[config.mk]
export PLATFORM = sky130hd
export DESIGN_NAME = ws281x_frame_driver
export DESIGN_NICKNAME = d
export VERILOG_FILES = /design/src/rtl/ws281x_pkg.sv /design/src/rtl/ws281x_bit_encoder.sv /design/src/rtl/ws281x_frame_driver.sv
export SDC_FILE = /design/constraint.sdc
export NUM_CORES = 1
export LEC_CHECK = 0
export CAP_MARGIN = 20
export CORE_ASPECT_RATIO = 0.75
export CORE_MARGIN = 4
export CORE_UTILIZATION = 55
export DETAILED_ROUTE_END_ITERATION = 7
export HOLD_SLACK_MARGIN = 0.05
export PLACE_DENSITY = 0.77
export SYNTH_ARGS = -nofsm -noshare
export SYNTH_HDL_FRONTEND = slang
export SYNTH_SLANG_ARGS = --single-unit
[constraint.sdc]
create_clock -name i_clk -period 2.91 [get_ports i_clk]
set_input_delay 0.4365 -clock i_clk [delete_from_list [all_inputs] [get_ports i_clk]]
set_output_delay 0.4365 -clock i_clk [all_outputs]
set_load 0.1 [all_outputs]
[src/rtl/ws281x_pkg.sv]
// Shared state encoding, 20 MHz timing defaults and pixel-width choices
// for the WS281x frame driver.
package ws281x_pkg;
  typedef logic [1:0] state_t;

  localparam state_t ST_IDLE  = 2'd0;
  localparam state_t ST_LOAD  = 2'd1;
  localparam state_t ST_SEND  = 2'd2;
  localparam state_t ST_LATCH = 2'd3;

  localparam int DEF_T_BIT   = 25;
  localparam int DEF_T0H     = 8;
  localparam int DEF_T1H     = 16;
  localparam int DEF_T_LATCH = 1000;

  localparam int PIX_GRB  = 24;
  localparam int PIX_GRBW = 32;

  function automatic bit pix_bits_ok(input int b);
    return (b == PIX_GRB) || (b == PIX_GRBW);
  endfunction
endpackage

[src/rtl/ws281x_bit_encoder.sv]
// Bit-period counter and registered DOUT. i_en/i_bit describe the cycle that
// starts at the coming edge, so DOUT is a clean flop output with no lag.
module ws281x_bit_encoder
  import ws281x_pkg::*;
#(
  parameter int T_BIT = DEF_T_BIT,
  parameter int T0H   = DEF_T0H,
  parameter int T1H   = DEF_T1H
) (
  input  logic i_clk,
  input  logic i_reset,
  input  logic i_en,
  input  logic i_bit,
  output logic o_bit_end,
  output logic o_dout
);
  localparam int CW = $clog2(T_BIT);
  localparam logic [CW-1:0] CNT_LAST = CW'(T_BIT - 1);
  localparam logic [CW-1:0] H0 = CW'(T0H);
  localparam logic [CW-1:0] H1 = CW'(T1H);

  logic          r_act;
  logic [CW-1:0] r_cnt;
  logic          r_dout;
  logic [CW-1:0] w_cnt_nxt;

  assign o_bit_end = r_act && (r_cnt == CNT_LAST);
  assign w_cnt_nxt = (!r_act || o_bit_end) ? '0 : r_cnt + CW'(1);
  assign o_dout    = r_dout;

  always_ff @(posedge i_clk) begin
    if (i_reset) begin
      r_act  <= 1'b0;
      r_cnt  <= '0;
      r_dout <= 1'b0;
    end else begin
      r_act  <= i_en;
      r_cnt  <= i_en ? w_cnt_nxt : '0;
      r_dout <= i_en && (w_cnt_nxt < (i_bit ? H1 : H0));
    end
  end
endmodule

[src/rtl/ws281x_frame_driver.sv]
// Streams LAST_ADDR+1 pixels from a synchronous-read RAM onto a WS281x chain,
// prefetching the next pixel so bit periods stay back-to-back.
module ws281x_frame_driver
  import ws281x_pkg::*;
#(
  parameter int ADDR_W      = 10,
  parameter int PIX_BITS    = PIX_GRB,
  parameter int RAM_LATENCY = 1,
  parameter int T_BIT       = DEF_T_BIT,
  parameter int T0H         = DEF_T0H,
  parameter int T1H         = DEF_T1H,
  parameter int T_LATCH     = DEF_T_LATCH
) (
  input  logic                i_clk,
  input  logic                i_reset,
  input  logic                i_start,
  input  logic                i_continuous,
  input  logic [ADDR_W-1:0]   i_last_addr,
  output logic [ADDR_W-1:0]   o_ram_addr,
  input  logic [PIX_BITS-1:0] i_ram_data,
  output logic                o_busy,
  output logic                o_frame_done,
  output logic                o_dout
);
  if (!(T0H < T1H && T1H < T_BIT)) begin : g_bad_timing
    $error("ws281x_frame_driver: need T0H < T1H < T_BIT");
  end
  if (!pix_bits_ok(PIX_BITS)) begin : g_bad_pix
    $error("ws281x_frame_driver: PIX_BITS must be 24 or 32");
  end
  if (RAM_LATENCY < 1 || RAM_LATENCY > 4) begin : g_bad_lat
    $error("ws281x_frame_driver: RAM_LATENCY must be 1..4");
  end

  localparam int LW = $clog2(T_LATCH);
  localparam int BW = $clog2(PIX_BITS);
  localparam logic [LW-1:0] LATCH_END = LW'(T_LATCH - 1);
  localparam logic [BW-1:0] BIT_LAST  = BW'(PIX_BITS - 1);
  localparam logic [2:0]    LOAD_END  = 3'(RAM_LATENCY);

  state_t              r_state, w_state_nxt;
  logic [LW-1:0]       r_lat_cnt;
  logic [2:0]          r_load_cnt;
  logic [ADDR_W-1:0]   r_last, r_pix, r_ram_addr, w_new_idx;
  logic [PIX_BITS-1:0] r_shift, r_next, w_shift_nxt;
  logic [BW-1:0]       r_bidx;
  logic [RAM_LATENCY:0] r_pf_vld;
  logic r_had_frame, r_frame_done;
  logic w_bit_end, w_send_bit_end, w_load_done, w_pix_end, w_frame_end;
  logic w_lat_end, w_accept, w_restart, w_new_pix, w_prefetch;

  assign w_send_bit_end = (r_state == ST_SEND) && w_bit_end;
  assign w_load_done    = (r_state == ST_LOAD) && (r_load_cnt == LOAD_END);
  assign w_pix_end      = w_send_bit_end && (r_bidx == BIT_LAST);
  assign w_frame_end    = w_pix_end && (r_pix == r_last);
  assign w_lat_end      = (r_state == ST_LATCH) && (r_lat_cnt == LATCH_END);
  assign w_accept       = (r_state == ST_IDLE) && i_start;
  assign w_restart      = w_lat_end && r_had_frame && i_continuous;
  // Index of the pixel that begins at this edge; the one after it is fetched now.
  assign w_new_pix      = w_load_done || (w_pix_end && !w_frame_end);
  assign w_new_idx      = w_load_done ? '0 : r_pix + ADDR_W'(1);
  assign w_prefetch     = w_new_pix && (w_new_idx != r_last);

  always_comb begin
    w_shift_nxt = r_shift;
    if (w_load_done)         w_shift_nxt = i_ram_data;
    else if (w_pix_end)      w_shift_nxt = r_next;
    else if (w_send_bit_end) w_shift_nxt = {r_shift[PIX_BITS-2:0], 1'b0};
  end

  always_comb begin
    w_state_nxt = r_state;
    case (r_state)
      ST_IDLE: if (i_start)     w_state_nxt = ST_LOAD;
      ST_LOAD: if (w_load_done) w_state_nxt = ST_SEND;
      ST_SEND: if (w_frame_end) w_state_nxt = ST_LATCH;
      default: if (w_lat_end)   w_state_nxt = w_restart ? ST_LOAD : ST_IDLE;
    endcase
  end

  ws281x_bit_encoder #(.T_BIT(T_BIT), .T0H(T0H), .T1H(T1H)) u_enc (
    .i_clk     (i_clk),
    .i_reset   (i_reset),
    .i_en      (w_state_nxt == ST_SEND),
    .i_bit     (w_shift_nxt[PIX_BITS-1]),
    .o_bit_end (w_bit_end),
    .o_dout    (o_dout)
  );

  always_ff @(posedge i_clk) begin
    if (i_reset) begin
      r_state      <= ST_LATCH;
      r_lat_cnt    <= '0;
      r_load_cnt   <= '0;
      r_last       <= '0;
      r_pix        <= '0;
      r_ram_addr   <= '0;
      r_shift      <= '0;
      r_next       <= '0;
      r_bidx       <= '0;
      r_pf_vld     <= '0;
      r_had_frame  <= 1'b0;
      r_frame_done <= 1'b0;
    end else begin
      r_state      <= w_state_nxt;
      r_shift      <= w_shift_nxt;
      r_pf_vld     <= {r_pf_vld[RAM_LATENCY-1:0], w_prefetch};
      r_frame_done <= w_lat_end && r_had_frame;
      r_lat_cnt    <= (r_state == ST_LATCH) ? r_lat_cnt + LW'(1) : '0;
      r_load_cnt   <= (r_state == ST_LOAD) ? r_load_cnt + 3'd1 : '0;
      if (r_pf_vld[RAM_LATENCY]) r_next <= i_ram_data;
      if (w_accept || w_restart) begin
        r_last     <= i_last_addr;
        r_pix      <= '0;
        r_ram_addr <= '0;
      end
      if (w_new_pix && !w_load_done) r_pix <= w_new_idx;
      if (w_prefetch) r_ram_addr <= w_new_idx + ADDR_W'(1);
      if (w_send_bit_end) r_bidx <= w_pix_end ? '0 : r_bidx + BW'(1);
      if (w_frame_end)    r_had_frame <= 1'b1;
      else if (w_lat_end) r_had_frame <= 1'b0;
    end
  end

  assign o_ram_addr   = r_ram_addr;
  assign o_busy       = (r_state != ST_IDLE);
  assign o_frame_done = r_frame_done;
endmodule
==> reports/results.ini <==
[worst_setup_path]
slowest_delay_ns=0.59
crit_fanout=10
cp-end-kind=flop
start_kind=flop
critical_path.cell_chain=ha_1 > nor4bb_4 > nor4_4 > nor2_2 > xor2_1 > nand4_1 > o32ai_2 > buf_4 > mux2i_1
path_class=flop to flop
worstPathRequired_ns=3.18
cp.arrival_ns=2.98
critPathSlowestCell=nor4bb_4

[yosys]
synth_common_cells=109 x dfxtp_1, 90 x nor2_1, 59 x nand2_1, 36 x mux2i_1
synth_top_area_cell=dfxtp_1
synth_edf_count=0
syn_area_sq_um=5380
ys_types=64
synth_top_area_share_pct=40.5
ys_ff_latch=109
synth_ff_type=dfxtp_1
async_flop_share_pct=0
syn_inst=633
yosysWarnings=0
yosysSeqAreaShare_pct=40.5
netlist_top_cells_area=dfxtp_1 41%, mux2i_1 6.7%, nor2_1 6.3%
syn_avg_cell_area_sq_um=8.50
yosysMostFrequentCell=dfxtp_1
synthesis.nets=680

[timing]
finalSetupTns_ns=0
min_period_ns=2.71
finClkSkew_ns=0.00854
slew_headroom_pct=52.9
setup_viol=0
worst_pin_slew_ns=0.707
max_freq_mhz=369
slew_violations=0
fin_crit_sh_pct=93.1
rsz0062_at_grt=no
final_hold_viol_count=0

[clock_network]
post_cts_buffers=0
clockBufferDepth=2
postCtsHoldBufs=0
insertion_delay_ns=0.35
cts_tree=yes
h-tree-depth=3
cts_root_buf=clkbuf_16
cts_buffers=9
numClockSinks=109
cts.clk_slew.worst_paths_ns=0.07
cts_resized=0

[hold_path]
hold_path_class=flop to flop

[final_layout]
final_util_pct=66.7
antenna_cells=0
syn_to_final_growth_pct=15.3
fillCellCount=786
nNetsFinal=716
drive_gt1_share_pct=11.0
stdcell_area_sq_um=6210

[power]
p_per_area_nw_per_um2=439
leakagePower_nw=2.30
vdd_drop_max_mv=0.349
total_power_mw=2.72

[global_route]
grt-ovfl-total=0
grt_max_degree=39
grt_pass1_wl_um=21500
antenna_found_initial=0
grtUsageTotal_pct=23.5
grt_pass1_vias=4363

[route]
post-route-drc-count=0
drtIter0Drc=317
wl_um=13000
routed_via_density=5.72
ant_nets=0
avgRoutedWirePerCell_um=16.2
drt-pass1-iter-count=4
vias=4588

[floorplanning]
die_w_um=122
num_io_pins=51
die_h_um=93.7
core_sq_um=9310
dieArea_sq_um=11400
rows=30
initial_utilization_pct=57.8

[flow_run]
drv_cap=0

[placement]
port-buffer-count=50
postPlaceCellArea_sq_um=5940
dp_hpwl_um=9260
place.gp.congestion=0.910

[status]
status=complete, no violations

## cells by family (layout without fill, tap and decap cells)
group,Yosys count,after routing,synth area share [%]
AND/OR/NAND/NOR,303,303,29.6
flip-flops,109,109,40.5
AO/OA/AOI/OAI,80,80,9.21
buffers and inverters,55,96,4.91
multiplexers,40,40,7.53
XOR/XNOR,37,37,6.16
adder cells (fa/ha/maj),9,9,2.09
## path summary, 6_finish.rpt
| kind | from | to | slack [ns] | depth (start not counted) |
|---|---|---|---|---|
| worst max register to register | r_load_cnt[0]$_SDFF_PP0_ | o_ram_addr[3]$_SDFFE_PP0P_ | 0.20 | 9 |
| worst min-delay path | r_pf_vld[0]$_SDFF_PP0_ | r_pf_vld[1]$_SDFF_PP0_ | 0.44 | 1 |
| worst max-delay path | r_load_cnt[0]$_SDFF_PP0_ | o_ram_addr[3]$_SDFFE_PP0P_ | 0.20 | 9 |
| worst min register to register | r_pf_vld[0]$_SDFF_PP0_ | r_pf_vld[1]$_SDFF_PP0_ | 0.44 | 1 |
## cell type report
cell class                 count  area [sq um]  share of cell area (%)
clock buffer                  12           246                    3.97
tap                          128           160                    2.58
inverter                       8          30.0                   0.484
sequential                   109          2180                    35.2
timing repair buffer          72           628                    10.1
clock inverter                 4          23.8                   0.383
multi-input combinational    469          2940                    47.3
## placed cells by master (no fill, tap or decap), types with 3 or more instances in the layout
master,n
nand2_1,59
mux2i_1,36
nand4b_1,3
nor2b_1,3
nand4_1,5
mux2_2,3
buf_4,35
inv_1,8
clkbuf_16,9
a21oi_1,29
nand2b_1,10
clkinv_2,3
xnor2_1,20
nor3b_1,4
nor2_1,90
or3_1,27
dfxtp_1,109
clkdlybuf4s50_1,36
nor3_1,30
o21ai_0,29
a31oi_1,3
nand3_1,14
xor2_1,16
ha_1,9
o21a_1,3
o22ai_1,3
and3_1,4
nor4_1,25
and4b_1,3
## through the flow
| stage | std cells | setup WS [ns] | hold WS, ns |
|---|---|---|---|
| 2_1_floorplan | 633 | 0.270 | 0.414 |
| 3_3_place_gp | 786 | 0.420 | 0.432 |
| 3_5_place_dp | 786 | 0.254 | 0.429 |
| 4_1_cts | 802 | 0.213 | 0.443 |
| 5_1_grt | 802 | 0.00407 | 0.472 |
| 6_report | 802 | 0.200 | 0.437 |
## registers in the layout, indices dropped and copies added (netlist names), 3 cells and up
| signal | cells |
|---|---|
| r_bidx | 5 |
| u_enc.r_cnt | 5 |
| o_ram_addr | 10 |
| r_shift | 24 |
| r_load_cnt | 3 |
| r_pix | 10 |
| r_next | 24 |
| r_lat_cnt | 10 |
| r_last | 10 |
## power by group
part           internal [mW]  switching [mW]  leakage, nW
logic                 0.0520          0.0412         1.28
clock network          0.602           0.532        0.136
registers               1.49         0.00352        0.878
## layer usage
| layer | up-vias | GRT usage (%) | part of all wire (%) |
|---|---|---|---|
| li1 | 2258 | - | - |
| met1 | 2186 | 34.1 | 50 |
| met5 | - | 0 | 0 |
| met3 | 15 | 5.42 | 5.6 |
| met4 | 0 | 6.71 | 0.97 |
| met2 | 129 | 35.0 | 44 |
## critical path: cells and delay by family (launching register included)
kind,cells,cell delay (ns)
simple gates,4,1.06
flops,1,0.38
compound gates,1,0.30
buf+inv,1,0.27
fa+ha+maj,1,0.22
mux,1,0.22
xor+xnor,1,0.18
(Power assumes the default switching activity.)
